### config.mk
export PLATFORM = sky130hd
export DESIGN_NAME = inst_encoder
export DESIGN_NICKNAME = d
export VERILOG_FILES = /design/src/rtl/inst_encoder.sv
export SDC_FILE = /design/constraint.sdc
export NUM_CORES = 1
export LEC_CHECK = 0
export ABC_AREA = 1
export BUFFER_PORTS_ARGS = -buffer_cell sky130_fd_sc_hd__buf_2
export CELL_PAD_IN_SITES_DETAIL_PLACEMENT = 1
export CELL_PAD_IN_SITES_GLOBAL_PLACEMENT = 1
export CORE_ASPECT_RATIO = 2
export CORE_MARGIN = 2
export CORE_UTILIZATION = 35
export DETAILED_ROUTE_END_ITERATION = 12
export GPL_TIMING_DRIVEN = 0
export PLACE_DENSITY = 0.88
export SETUP_SLACK_MARGIN = 0.1
export SKIP_LAST_GASP = 1
export SYNTH_ARGS = -nofsm -noshare
export SYNTH_HDL_FRONTEND = slang
export SYNTH_SLANG_ARGS = --single-unit
### constraint.sdc
create_clock -name clk_i -period 1.54 [get_ports clk_i]
set_clock_uncertainty 0.05 [all_clocks]
set_input_delay 0.308 -clock clk_i [delete_from_list [all_inputs] [get_ports clk_i]]
set_output_delay 0.308 -clock clk_i [all_outputs]
set_load 0.02 [all_outputs]
### src/rtl/inst_encoder.sv
// inst_encoder: packs decoded instruction fields into 32-bit words in the
// decoder's field format and writes them sequentially into instruction memory,
// starting at BASE_ADDR. Used for program load and self-test images.
//
// Ports:
//   clk_i, rst_n_i          clock (rising edge), async active-low reset
//   start_i                 begin a load session (honoured in idle only)
//   valid_i / ready_o       field tuple handshake
//   last_i                  tuple is the final word of the session
//   alu_i .. ram_addr_i     decoded instruction fields
//   wr_en_o/addr_o/data_o   instruction memory write port (addr/data registered)
//   busy_o                  session in progress
//   done_o                  one-cycle pulse at session end
//   count_o                 words written this session
//   err_o                   address space exhausted before last_i
module inst_encoder #(
  parameter int unsigned ADDR_W    = 8,
  parameter int unsigned BASE_ADDR = 0,
  parameter int unsigned END_ADDR  = 255,
  // Opcode/flag encodings shared with the decoder.
  parameter logic [7:0]  MOVEIN    = 8'h0C,
  parameter logic        IMM_YES   = 1'b1
) (
  input  logic              clk_i,
  input  logic              rst_n_i,
  input  logic              start_i,
  input  logic              valid_i,
  output logic              ready_o,
  input  logic              last_i,
  input  logic [7:0]        alu_i,
  input  logic [1:0]        pc_i,
  input  logic [1:0]        reg_i,
  input  logic              imm_i,
  input  logic              mem_i,
  input  logic [4:0]        reg_addr_1_i,
  input  logic [4:0]        reg_addr_2_i,
  input  logic [4:0]        reg_addr_3_i,
  input  logic [7:0]        imm_data_i,
  input  logic [15:0]       ram_addr_i,
  output logic              wr_en_o,
  output logic [ADDR_W-1:0] wr_addr_o,
  output logic [31:0]       wr_data_o,
  output logic              busy_o,
  output logic              done_o,
  output logic [ADDR_W:0]   count_o,
  output logic              err_o
);

  localparam logic [ADDR_W-1:0] BaseAddr = ADDR_W'(BASE_ADDR);
  localparam logic [ADDR_W-1:0] EndAddr  = ADDR_W'(END_ADDR);
  localparam logic [ADDR_W:0]   CountOne = (ADDR_W + 1)'(1);

  typedef enum logic [1:0] {StIdle, StLoad, StWrite, StDone} state_e;

  state_e              state_q, state_d;
  logic [ADDR_W-1:0]   addr_q, addr_d;
  logic [ADDR_W-1:0]   wr_addr_q, wr_addr_d;
  logic [31:0]         wr_data_q, wr_data_d;
  logic                last_q, last_d;
  logic [ADDR_W:0]     count_q, count_d;
  logic                err_q, err_d;
  logic [31:0]         packed_word;

  // Field packing; unused bits stay zero. Opcode legality is not checked.
  always_comb begin
    packed_word        = '0;
    packed_word[31:18] = {alu_i, pc_i, reg_i, imm_i, mem_i};
    if (imm_i != IMM_YES) begin
      packed_word[17:13] = reg_addr_1_i;
      packed_word[12:8]  = reg_addr_2_i;
      packed_word[7:3]   = reg_addr_3_i;
    end else if (alu_i == MOVEIN) begin
      packed_word[17:2] = ram_addr_i;
    end else begin
      packed_word[17:10] = imm_data_i;
      packed_word[9:5]   = reg_addr_1_i;
      packed_word[4:0]   = reg_addr_2_i;
    end
  end

  always_comb begin
    state_d   = state_q;
    addr_d    = addr_q;
    wr_addr_d = wr_addr_q;
    wr_data_d = wr_data_q;
    last_d    = last_q;
    count_d   = count_q;
    err_d     = err_q;
    unique case (state_q)
      StIdle: begin
        if (start_i) begin
          state_d = StLoad;
          addr_d  = BaseAddr;
          count_d = '0;
          err_d   = 1'b0;
        end
      end
      StLoad: begin
        // ready_o is high throughout this state, so valid_i alone is an accept.
        if (valid_i) begin
          wr_data_d = packed_word;
          wr_addr_d = addr_q;
          last_d    = last_i;
          state_d   = StWrite;
        end
      end
      StWrite: begin
        count_d = count_q + CountOne;
        if (last_q) begin
          state_d = StDone;
        end else if (addr_q == EndAddr) begin
          // Never wrap: running out of space ends the session with an error.
          err_d   = 1'b1;
          state_d = StDone;
        end else begin
          addr_d  = addr_q + 1'b1;
          state_d = StLoad;
        end
      end
      StDone: begin
        state_d = StIdle;
      end
      default: begin
        state_d = StIdle;
      end
    endcase
  end

  always_ff @(posedge clk_i or negedge rst_n_i) begin
    if (!rst_n_i) begin
      state_q   <= StIdle;
      addr_q    <= BaseAddr;
      wr_addr_q <= '0;
      wr_data_q <= '0;
      last_q    <= 1'b0;
      count_q   <= '0;
      err_q     <= 1'b0;
    end else begin
      state_q   <= state_d;
      addr_q    <= addr_d;
      wr_addr_q <= wr_addr_d;
      wr_data_q <= wr_data_d;
      last_q    <= last_d;
      count_q   <= count_d;
      err_q     <= err_d;
    end
  end

  // Strobes decode straight from the state register, so reset clears them at once.
  assign ready_o   = (state_q == StLoad);
  assign wr_en_o   = (state_q == StWrite);
  assign done_o    = (state_q == StDone);
  assign busy_o    = (state_q != StIdle);
  assign wr_addr_o = wr_addr_q;
  assign wr_data_o = wr_data_q;
  assign count_o   = count_q;
  assign err_o     = err_q;

endmodule
# After elaboration in Yosys (flattened, before gate mapping)
# Index checks and enable logic that the tools add are counted.
# W data, S select, Z words.
[word_totals] ff_bits=61 in_bits=58
[classes] n_addsub=2 n_eq_ne=10 mux=19 reduce_logical=8
[ops] operator="$mux W8" n=3
[ops] operator="$pmux W9 S2" n=1
[ops] operator="$mux W16" n=1
[ops] operator="$pmux W8 S2" n=1
[ops] operator="$mux W15" n=1
[ops] operator="$mux W2" n=5
[ops] operator="$add A9 B1 Y9 const B" n=1
[ops] operator="$mux W9" n=1
[ops] operator="$add A8 B1 Y8 const B" n=1
[ops] operator="$eq A8 B4 Y1 const B" n=1
[ops] operator="$eq A8 B8 Y1 const B" n=1
[ops] operator="$ne A2 B2 Y1 const B" n=4
[ops] operator="$pmux W2 S4" n=1
[ops] operator="$reduce_and A4 Y1" n=2
[ops] operator="$reduce_and A2 Y1" n=3
[ops] operator="$eq A2 B2 Y1 const B" n=2
[ops] operator="$reduce_bool A2 Y1" n=2
[ops] operator="$mux W1" n=3
[ops] operator="$mux W3" n=1
[ops] operator="$eq A2 B1 Y1 const B" n=1
[ops] operator="$logic_not A2 Y1" n=1
[ops] operator="$ne A2 B1 Y1 const B" n=1
[ops] operator="$pmux W1 S2" n=1

# Logic depth before layout (Yosys ltp)
[depth] word_depth=4 mapped_depth=10 ltp_nobuf=9

# Least setup slack after synthesis
# No wires, ideal clock.
[synth_path] path_kind="register to register" start="register state_q[1]" end="register wr_data_q[17], in the netlist wr_data_o[17]" setup_ns=0.119 arrival_ns=1.271 path_slack_ns=0.100 path_stages_with_launch=7 path_buffers=2 path_cell_list="dfrtp_1 nor2_2 nand2_2 buf_6 buf_2 a21oi_2 a21oi_2"
[synth_between] elab_chain_cells=2
[synth_lines] item="start: declaration" line_no="55" rtl="state_e state_q, state_d;"
[synth_lines] item="start signal: assignment" line_no="131" rtl="state_q <= StIdle;"
[synth_lines] item="start signal: assignment" line_no="139" rtl="state_q <= state_d;"
[synth_lines] item="$eq A2 B1 Y1"
[synth_lines] item="named net ready_o" line_no="28" rtl="output logic ready_o,"
[synth_lines] item="$reduce_and A2 Y1 (no source line)"
[synth_lines] item="end signal: assignment" line_no="142" rtl="wr_data_q <= wr_data_d;"
[synth_lines] item="end: declaration" line_no="58" rtl="logic [31:0] wr_data_q, wr_data_d;"
# The timed path passes the listed nets, and every way through them passes these cells.
# A chain may end at the register's enable or synchronous reset.

# Worst setup path after layout
[layout_path] start="register addr_q[5]" end="register addr_q[4]"
[layout_between] elab_chain_cells=3
[layout_lines] item="start: declaration" line_no="56" rtl="logic [ADDR_W-1:0] addr_q, addr_d;"
[layout_lines] item="start signal: assignment" line_no="132" rtl="addr_q <= BaseAddr;"
[layout_lines] item="start signal: assignment" line_no="140" rtl="addr_q <= addr_d;"
[layout_lines] item="$eq A8 B8 Y1" line_no="111" rtl="end else if (addr_q == EndAddr) begin"
[layout_lines] item="$ne A2 B2 Y1 (no source line)"
[layout_lines] item="$reduce_and A4 Y1 (no source line)"
# Every way passes these cells.

==> results.tsv <==
metric	value	unit
outcome	complete, but fails checks	
violated checks	negative hold slack, negative setup slack	
root buffer cell	clkbuf_16	
asr flop ratio synth	1.00	
area of placed instances	3920	µm²
initial antenna violation count	0	
Nets	626	
crit path from	addr_q[5]	
setup ws final	-47.2	ps
drt drc	0	
Synth Flop Type	dfrtp_1	
Max VDD drop	1.06	mV
reg2reg setup slack	-50	ps
post-synth cell types	28	
post-DR wirelength/cell	19.2	µm
post-synthesis sequential area ratio	0.475	
Reg-to-Reg Start	addr_q[5]	
fmax	630	MHz
Worst Setup End Kind	flop	
top-count cell post-synth	nand2_1	
vias in the first global route	3804	
count of yosys warnings during synthesis	0	
die width	71.8	µm
#FFs+latches synth	61	
post-layout min period	1590	ps
Worst-path clk slew	50	ps
PwrDens	1820	nW/µm²
via count	3526	
setup_tns	-178	ps
Post-synth EDFFs	0	
max incr delay on CP	430	ps
DR vias/cell	5.24	
DP HPWL	8130	µm
FP Rows	49	
largest net degree at the start of global routing	34	
Yosys top cell by area	dfrtp_1	
final hold slack	-0.719	ps
slew at the pin closest to its max-slew limit	789	ps
GPL Wtd Cong	0.849	
Inserted Clock Buffers	9	
global-route wire length before repair	18800	µm
GRT Residual Overflow	0	
Synth top area share	0.475	
Clock Sinks	61	
most used cell, CP	nand2_1	
H-tree levels	3	
CP arrival	1790	ps
RSZ-0062 raised after global routing	true	
core area	8950	µm²
# hold bufs at CTS	0	
fin area	4890	µm²
wirelength, routed	12900	µm
Rel. slew slack	0.474	
pre-CTS setup slack	-46.9	ps
crit path max fanout	6	
# diodes	0	
Post-synth top cells	102 x nand2_1, 69 x inv_1, 61 x dfrtp_1, 43 x nand3_1, 31 x a21oi_1	
1st-pass router iterations	4	
fin crit share	1.03	
GR Util All Layers	0.248	
crit path kind	flop to flop	
mean post-synth cell area	7.73	µm²
Hold Violations, Final	1	
Layout area overhead	52.0	%
Setup Viol. Count Final	10	
Hold WC Path Type	primary input to asynchronous set/reset pin	
CTS max path bufs	2	
Worst R2R Path Depth	9	
Critical Path Slowest Stage Cell	dfrtp_2	
P_leak	2.67	nW
Die Y	140	µm
max-slew violations	0	
Mapped Area	3220	µm²
full die area	10000	µm²
Starting Density	0.359	
synth top area cells	dfrtp_1 47%, nand2_1 12%, inv_1 8.1%, nand3_1 6.7%, a21oi_1 4.8%	
worst-path cell chain	nand2_1 -> nor2_1 -> nand2_1 -> nand2_1 -> nand2_2 -> nand2_4 -> buf_6 -> nand2_2 -> o21ai_1	
Final ANT Viol Nets	0	
syn nets	476	
Layout fillers	1079	
Post-Route Utilization	0.546	
PortBufs	110	
DRT iter0 DRCs	171	
worst path required time	1750	ps
end of the critical path	addr_q[4]	
cells after synthesis	416	
Worst-Skew Late Latency	340	ps
r2r endpoint	addr_q[4]	
max-cap viol count	0	
layout cell share with drive strength beyond 1	0.443	
TritonCTS clock tree	yes	
I/O pin total	112	
critical path startpoint category	flop	
[kinds of logic after synthesis]
logic type,synth area share
AO/OA/AOI/OAI,0.117
XOR/XNOR,0.00272
adder cells (fa/ha/maj),0.00778
buffers and inverters,0.130
flip-flops,0.475
AND/OR/NAND/NOR,0.268
[worst max-delay path: cells and delay by family, from the launching register on]
| kind | cells | cell delay (ps) |
|---|---|---|
| DFF | 1 | 430 |
| AOI/OAI and AO/OA | 1 | 90 |
| buffers and inverters | 1 | 130 |
| and+or+nand+nor | 7 | 790 |
[how the worst min path moves through the flow]
stage	start	endpoint	slack (ps)	cells after the start
floorplan	rst_n_i	addr_q[0]	-40	0
CTS	rst_n_i	wr_data_o[23]	30	1
detailed placement	rst_n_i	wr_data_o[18]	390	1
global route	rst_n_i	wr_data_o[30]	70	1
global placement	wr_data_o[22]	wr_data_o[22]	410	2
finish	rst_n_i	wr_data_o[30]	-0.7	1
[cell usage in the layout, fill, tap and decap left out, drive strengths merged, types with 4 or more instances in the layout]
cell type  Yosys  routed
buf           16     154
nand2        110     110
inv           76      76
dfrtp         61      61
nand3         43      43
o21ai         35      35
a21oi         33      33
or2           16      16
clkbuf         0      13
nor2          11      11
nor3           6       6
clkinv         2       4
[repair_timing]
action | 4_1_cts | 5_1_grt
resized for setup | 52 | 65
cloned | 3 | 1
setup endpoints to repair | 28 | 61
setup buffers | 18 | 8
pin swaps | 5 | 16
hold endpoints to repair | 0 | 0
[layer usage]
metal  track usage  part of all wire  up-vias
met5             0                 0        -
met4         0.134             0.048        0
met3        0.0434             0.038       46
met2         0.470              0.58      114
met1         0.242              0.33     1764
li1              -                 -     1602
[cell type report]
type / count / area, µm² / area share
clock inverters: 4 / 70.1 / 0.0143
well taps: 102 / 128 / 0.0261
flip-flops and latches: 61 / 1530 / 0.314
multi-input cells: 261 / 1500 / 0.307
plain buffers: 16 / 185 / 0.0379
repair buffers: 139 / 910 / 0.186
clock buffers: 12 / 256 / 0.0525
inverters: 78 / 307 / 0.0627
[state kept, by name, indices dropped and copies added (netlist names)]
name / count
wr_addr_o: 8
err_o: 1
state_q: 2
addr_q: 8
wr_data_o: 32
last_q: 1
count_o: 9
[where the power goes]
part / total [mW] / switching, mW / internal (mW)
logic: 4.18 / 2.40 / 1.78
clock network: 2.26 / 0.761 / 1.50
registers: 2.44 / 0.342 / 2.10
[stage by stage]
step / power (mW) / cells
2_1_floorplan: 4.26 / 416
3_3_place_gp: 5.20 / 628
3_5_place_dp: 5.36 / 629
4_1_cts: 8.40 / 666
5_1_grt: 9.29 / 673
6_report: 8.88 / 673
(Power assumes the default switching activity.)
